$ cat src/rtl/denorm_zero_if.sv
// Operand-unpack bus: raw exponent/fraction fields in, effective exponents,
// hidden bits and class flags out.
interface denorm_zero_if #(
   parameter int EXP_W = 8,
   parameter int SIG_W = 23
);
   logic             in_valid;
   logic [EXP_W-1:0] exp1;
   logic [SIG_W-1:0] sig1;
   logic [EXP_W-1:0] exp2;
   logic [SIG_W-1:0] sig2;

   logic             out_valid;
   logic [EXP_W-1:0] exp1_d;
   logic [EXP_W-1:0] exp2_d;
   logic [1:0]       n_concat;
   logic             zero1, denorm1, inf1, nan1;
   logic             zero2, denorm2, inf2, nan2;

   modport master (
      output in_valid, exp1, sig1, exp2, sig2,
      input  out_valid, exp1_d, exp2_d, n_concat,
      input  zero1, denorm1, inf1, nan1, zero2, denorm2, inf2, nan2
   );

   modport slave (
      input  in_valid, exp1, sig1, exp2, sig2,
      output out_valid, exp1_d, exp2_d, n_concat,
      output zero1, denorm1, inf1, nan1, zero2, denorm2, inf2, nan2
   );
endinterface

$ cat src/rtl/denorm_zero.sv
// FP operand unpack: classifies each operand, forces subnormals to exponent 1
// with a cleared hidden bit, and registers everything with one cycle of latency.
module denorm_zero #(
   parameter int EXP_W = 8,
   parameter int SIG_W = 23
) (
   input  logic        clk,
   input  logic        reset,
   denorm_zero_if.slave bus
);
   // Index 0 is operand 1, index 1 is operand 2.
   logic [EXP_W-1:0] exp_in [2];
   logic [SIG_W-1:0] sig_in [2];

   assign exp_in[0] = bus.exp1;
   assign exp_in[1] = bus.exp2;
   assign sig_in[0] = bus.sig1;
   assign sig_in[1] = bus.sig2;

   logic out_valid_reg;

   always_ff @(posedge clk) begin
      if (reset) out_valid_reg <= 1'b0;
      else       out_valid_reg <= bus.in_valid;
   end

   genvar gi;
   generate
      for (gi = 0; gi < 2; gi++) begin : g_op
         logic             exp_zero, exp_ones, sig_zero;
         logic [EXP_W-1:0] exp_d_next;
         logic [EXP_W-1:0] exp_d_reg;
         logic             hidden_reg, zero_reg, denorm_reg, inf_reg, nan_reg;

         assign exp_zero = (exp_in[gi] == '0);
         assign exp_ones = (exp_in[gi] == {EXP_W{1'b1}});
         assign sig_zero = (sig_in[gi] == '0);

         // Subnormals share the scale of exponent 1, so alignment sees them uniformly.
         assign exp_d_next = exp_zero ? (sig_zero ? '0 : EXP_W'(1)) : exp_in[gi];

         always_ff @(posedge clk) begin
            if (reset) begin
               exp_d_reg  <= '0;
               hidden_reg <= 1'b0;
               zero_reg   <= 1'b0;
               denorm_reg <= 1'b0;
               inf_reg    <= 1'b0;
               nan_reg    <= 1'b0;
            end else begin
               exp_d_reg  <= exp_d_next;
               hidden_reg <= ~exp_zero;
               zero_reg   <= exp_zero & sig_zero;
               denorm_reg <= exp_zero & ~sig_zero;
               inf_reg    <= exp_ones & sig_zero;
               nan_reg    <= exp_ones & ~sig_zero;
            end
         end
      end
   endgenerate

   assign bus.out_valid = out_valid_reg;
   assign bus.exp1_d    = g_op[0].exp_d_reg;
   assign bus.exp2_d    = g_op[1].exp_d_reg;
   assign bus.n_concat  = {g_op[0].hidden_reg, g_op[1].hidden_reg};
   assign bus.zero1     = g_op[0].zero_reg;
   assign bus.denorm1   = g_op[0].denorm_reg;
   assign bus.inf1      = g_op[0].inf_reg;
   assign bus.nan1      = g_op[0].nan_reg;
   assign bus.zero2     = g_op[1].zero_reg;
   assign bus.denorm2   = g_op[1].denorm_reg;
   assign bus.inf2      = g_op[1].inf_reg;
   assign bus.nan2      = g_op[1].nan_reg;
endmodule

$ cat src/flat_wrapper.sv
// flat-port wrapper written by rule: the top's interface ports become plain ports
module denorm_zero_flat 
#(
   parameter int EXP_W = 8,
   parameter int SIG_W = 23
)
  (clk, reset, bus_in_valid, bus_exp1, bus_sig1, bus_exp2, bus_sig2, bus_out_valid, bus_exp1_d, bus_exp2_d, bus_n_concat, bus_zero1, bus_denorm1, bus_inf1, bus_nan1, bus_zero2, bus_denorm2, bus_inf2, bus_nan2);
  denorm_zero_if #(.EXP_W(EXP_W), .SIG_W(SIG_W)) bus_i ();
  input  logic clk;
  input  logic reset;
  input wire logic [$bits(bus_i.in_valid)-1:0] bus_in_valid;
  input wire logic [$bits(bus_i.exp1)-1:0] bus_exp1;
  input wire logic [$bits(bus_i.sig1)-1:0] bus_sig1;
  input wire logic [$bits(bus_i.exp2)-1:0] bus_exp2;
  input wire logic [$bits(bus_i.sig2)-1:0] bus_sig2;
  output wire logic [$bits(bus_i.out_valid)-1:0] bus_out_valid;
  output wire logic [$bits(bus_i.exp1_d)-1:0] bus_exp1_d;
  output wire logic [$bits(bus_i.exp2_d)-1:0] bus_exp2_d;
  output wire logic [$bits(bus_i.n_concat)-1:0] bus_n_concat;
  output wire logic [$bits(bus_i.zero1)-1:0] bus_zero1;
  output wire logic [$bits(bus_i.denorm1)-1:0] bus_denorm1;
  output wire logic [$bits(bus_i.inf1)-1:0] bus_inf1;
  output wire logic [$bits(bus_i.nan1)-1:0] bus_nan1;
  output wire logic [$bits(bus_i.zero2)-1:0] bus_zero2;
  output wire logic [$bits(bus_i.denorm2)-1:0] bus_denorm2;
  output wire logic [$bits(bus_i.inf2)-1:0] bus_inf2;
  output wire logic [$bits(bus_i.nan2)-1:0] bus_nan2;
  assign bus_i.in_valid = bus_in_valid;
  assign bus_i.exp1 = bus_exp1;
  assign bus_i.sig1 = bus_sig1;
  assign bus_i.exp2 = bus_exp2;
  assign bus_i.sig2 = bus_sig2;
  assign bus_out_valid = bus_i.out_valid;
  assign bus_exp1_d = bus_i.exp1_d;
  assign bus_exp2_d = bus_i.exp2_d;
  assign bus_n_concat = bus_i.n_concat;
  assign bus_zero1 = bus_i.zero1;
  assign bus_denorm1 = bus_i.denorm1;
  assign bus_inf1 = bus_i.inf1;
  assign bus_nan1 = bus_i.nan1;
  assign bus_zero2 = bus_i.zero2;
  assign bus_denorm2 = bus_i.denorm2;
  assign bus_inf2 = bus_i.inf2;
  assign bus_nan2 = bus_i.nan2;
  denorm_zero #(.EXP_W(EXP_W), .SIG_W(SIG_W)) u_core (.clk(clk), .reset(reset), .bus(bus_i));
endmodule
$ cat config.mk
export PLATFORM = sky130hd
export DESIGN_NAME = denorm_zero_flat
export DESIGN_NICKNAME = d
export VERILOG_FILES = /design/src/rtl/denorm_zero_if.sv /design/src/rtl/denorm_zero.sv /design/src/flat_wrapper.sv
export SDC_FILE = /design/constraint.sdc
export NUM_CORES = 1
export LEC_CHECK = 0
export ABC_AREA = 1
export BUFFER_PORTS_ARGS = -buffer_cell sky130_fd_sc_hd__buf_2
export CORE_UTILIZATION = 40
export CTS_CLUSTER_SIZE = 16
export DETAILED_ROUTE_END_ITERATION = 6
export PLACE_DENSITY_LB_ADDON = 0.1
export SYNTH_ARGS = -nofsm -noshare
export SYNTH_HDL_FRONTEND = slang
export SYNTH_SLANG_ARGS = --single-unit
$ cat constraint.sdc
create_clock -name clk -period 1.6 [get_ports clk]
set_clock_uncertainty 0.15 [all_clocks]
set_input_delay 0.32 -clock clk [delete_from_list [all_inputs] [get_ports clk]]
set_output_delay 0.32 -clock clk [all_outputs]
set_load 0.01 [all_outputs]
==> run summary <==
Finished Core Util: 62.5%
Vias in the first global route: 981
Die Footprint: 2920 µm²
Synth cell types: 15
DRT iter0 DRCs: 14
Post-synthesis instance area: 1080 µm²
Final period util: 78.6%
Die boundary height: 54.0 µm
Top post-synthesis cells by count: 41 x nor2_1, 27 x dfxtp_1, 24 x nand2_1, 16 x inv_1, 9 x nor3b_1
Wirelength per Cell: 9.03 µm
Total global routing overflow: 0
Vias per cell: 4.29
Status: finished clean
TritonCTS clock tree: done
Hold Crit Class: primary input to flop
PwrDens: 741 nW/µm²
Top cells by area, synth: dfxtp_1 50%, nor2_1 14%, nand2_1 8.3%
Slowest stage cell, crit path: dfxtp_1
IO Pins: 92
Layout cell share with drive strength beyond 1: 44.4%
Antenna violations before repair: 0
Crit path launch type: flop
Starting density of the core: 43.0%
Ys flop type: dfxtp_1
Worst vdd ir: 0.659 mV
PostCTS Resize Cnt: 0
CP arrival: 0.79 ns
Deepest clock path buffer count: 2
Root buffer cell: clkbuf_4
Critical Path End Type: output port
Antenna Violating Nets Remaining: 0
Total GRT Usage: 18.4%
GPL Wtd Cong: 0.701
LEAKAGE: 0.848 nW
Relative slew margins: 81.0%
Clock transition at path regs: 0.13 ns
CP top delay family: flip-flops
Register area share after synthesis: 49.9%
Syn nets: 207
Global-route wire length before repair: 3.82 mm
Async SR Flop Fraction: 0%
Largest net degree at the start of global routing: 15
Core area: 2520 µm²
Design Power: 0.00117 W
Setup violators final: 0
MaxCap Viol Count: 0
Share of the synthesized area in the top cell type: 49.9%
Clk sinks: 27
Port bufs: 91
Synthesized instance count: 142
#FFs+latches synth: 27
Area Growth Syn to Fin: 45.5%
Worst Path Required: 1.13 ns
Crit-path cells: buf_2
Total wire length: 2.38 mm
DRT Pass-1 Iters: 4
Transition time of the tightest slew-check pin: 0.285 ns
Final hold violations: 0
Place WS: 0.307 ns
H-tree levels: 1
TNS Setup: 0 ns
Std-Cell Rows: 18
# Post-CTS Setup Buffers: 0
Detail Placement HPWL: 2.00 mm
Drt drc: 0
Syn Area/Cell: 7.63 µm²
N_diodes: 0
DIE WIDTH: 54.0 µm
Worst Path Buf+Inv: 1
EDFF count, synth: 0
TritonCTS Buffers: 3
Warnings, synthesis: 0
Largest stage delay, worst path: 0.35 ns
Count leader, synth: nor2_1
Synth area leader: dfxtp_1
Unrepaired setup endpoints after global routing: false
Layout net count: 300
Fmax: 795 MHz
Setup CP Type: flop to output port
Max-slew violation count: 0
Fin worst setup slack: 0.342 ns
Hold Buf Count CTS: 0
Vias: 1132
Post-layout min period: 1.26 ns
Worst-path maximum fanout: 1
Hold WS: 0.0560 ns
## cells in the final DEF (no fill, tap or decap)
| cell | instances |
|---|---|
| nand4_1 | 1 |
| nand2_2 | 1 |
| inv_1 | 16 |
| dfxtp_1 | 27 |
| nor2_1 | 41 |
| nor3_1 | 5 |
| nor2_4 | 3 |
| nor3_2 | 2 |
| nor2_2 | 2 |
| nand3_1 | 6 |
| clkbuf_1 | 1 |
| clkbuf_4 | 3 |
| nand2_1 | 24 |
| buf_2 | 91 |
| buf_4 | 1 |
| inv_2 | 1 |
| nor3b_1 | 9 |
## metal layers
| layer | share of wire, % | routed length, µm | up-vias | GRT usage, % |
|---|---|---|---|---|
| li1 | - | - | 615 | - |
| met1 | 42 | 997 | 467 | 19.6 |
| met2 | 48 | 1160 | 48 | 33.5 |
| met3 | 9.4 | 223 | 2 | 6.21 |
| met4 | 0.29 | 7 | 0 | 5.98 |
| met5 | 0 | 0 | - | 0 |
## final timing paths
kind	slack [ns]	startpoint	cells past startpoint	endpoint
max	0.34	u_core.bus.exp2_d[2]$_SDFF_PP0_	1	bus_exp2_d[2]
min	0.06	bus_in_valid	3	u_core.bus.out_valid$_SDFF_PP0_
## area by class of cell
type                       instances  area, µm²
tap                               30       37.5
sequential                        27        541
clock buffer                       4       26.3
timing repair buffer              92        463
inverter                          17       63.8
multi-input combinational         94        445
fill                             238        946
## power by group
group | total, W | leakage, nW | switching, W | internal (W)
combinational | 0.000186 | 0.611 | 0.0000866 | 0.0000992
clock | 0.000279 | 0.0150 | 0.000181 | 0.0000975
sequential | 0.000703 | 0.223 | 0.00000537 | 0.000698
## stage by stage
stage / cell area (µm²) / instances
final: 1580 / 264
after CTS: 1580 / 264
after global placement: 1550 / 260
after detailed placement: 1550 / 260
after global routing: 1580 / 264
after floorplan: 1080 / 142
## logic make-up after synthesis
| group | count (synthesis) | share of synthesized area, % |
|---|---|---|
| buffers and inverters | 21 | 9.01 |
| DFF | 27 | 49.9 |
| and+or+nand+nor | 94 | 41.1 |
(Power assumes the default switching activity.)
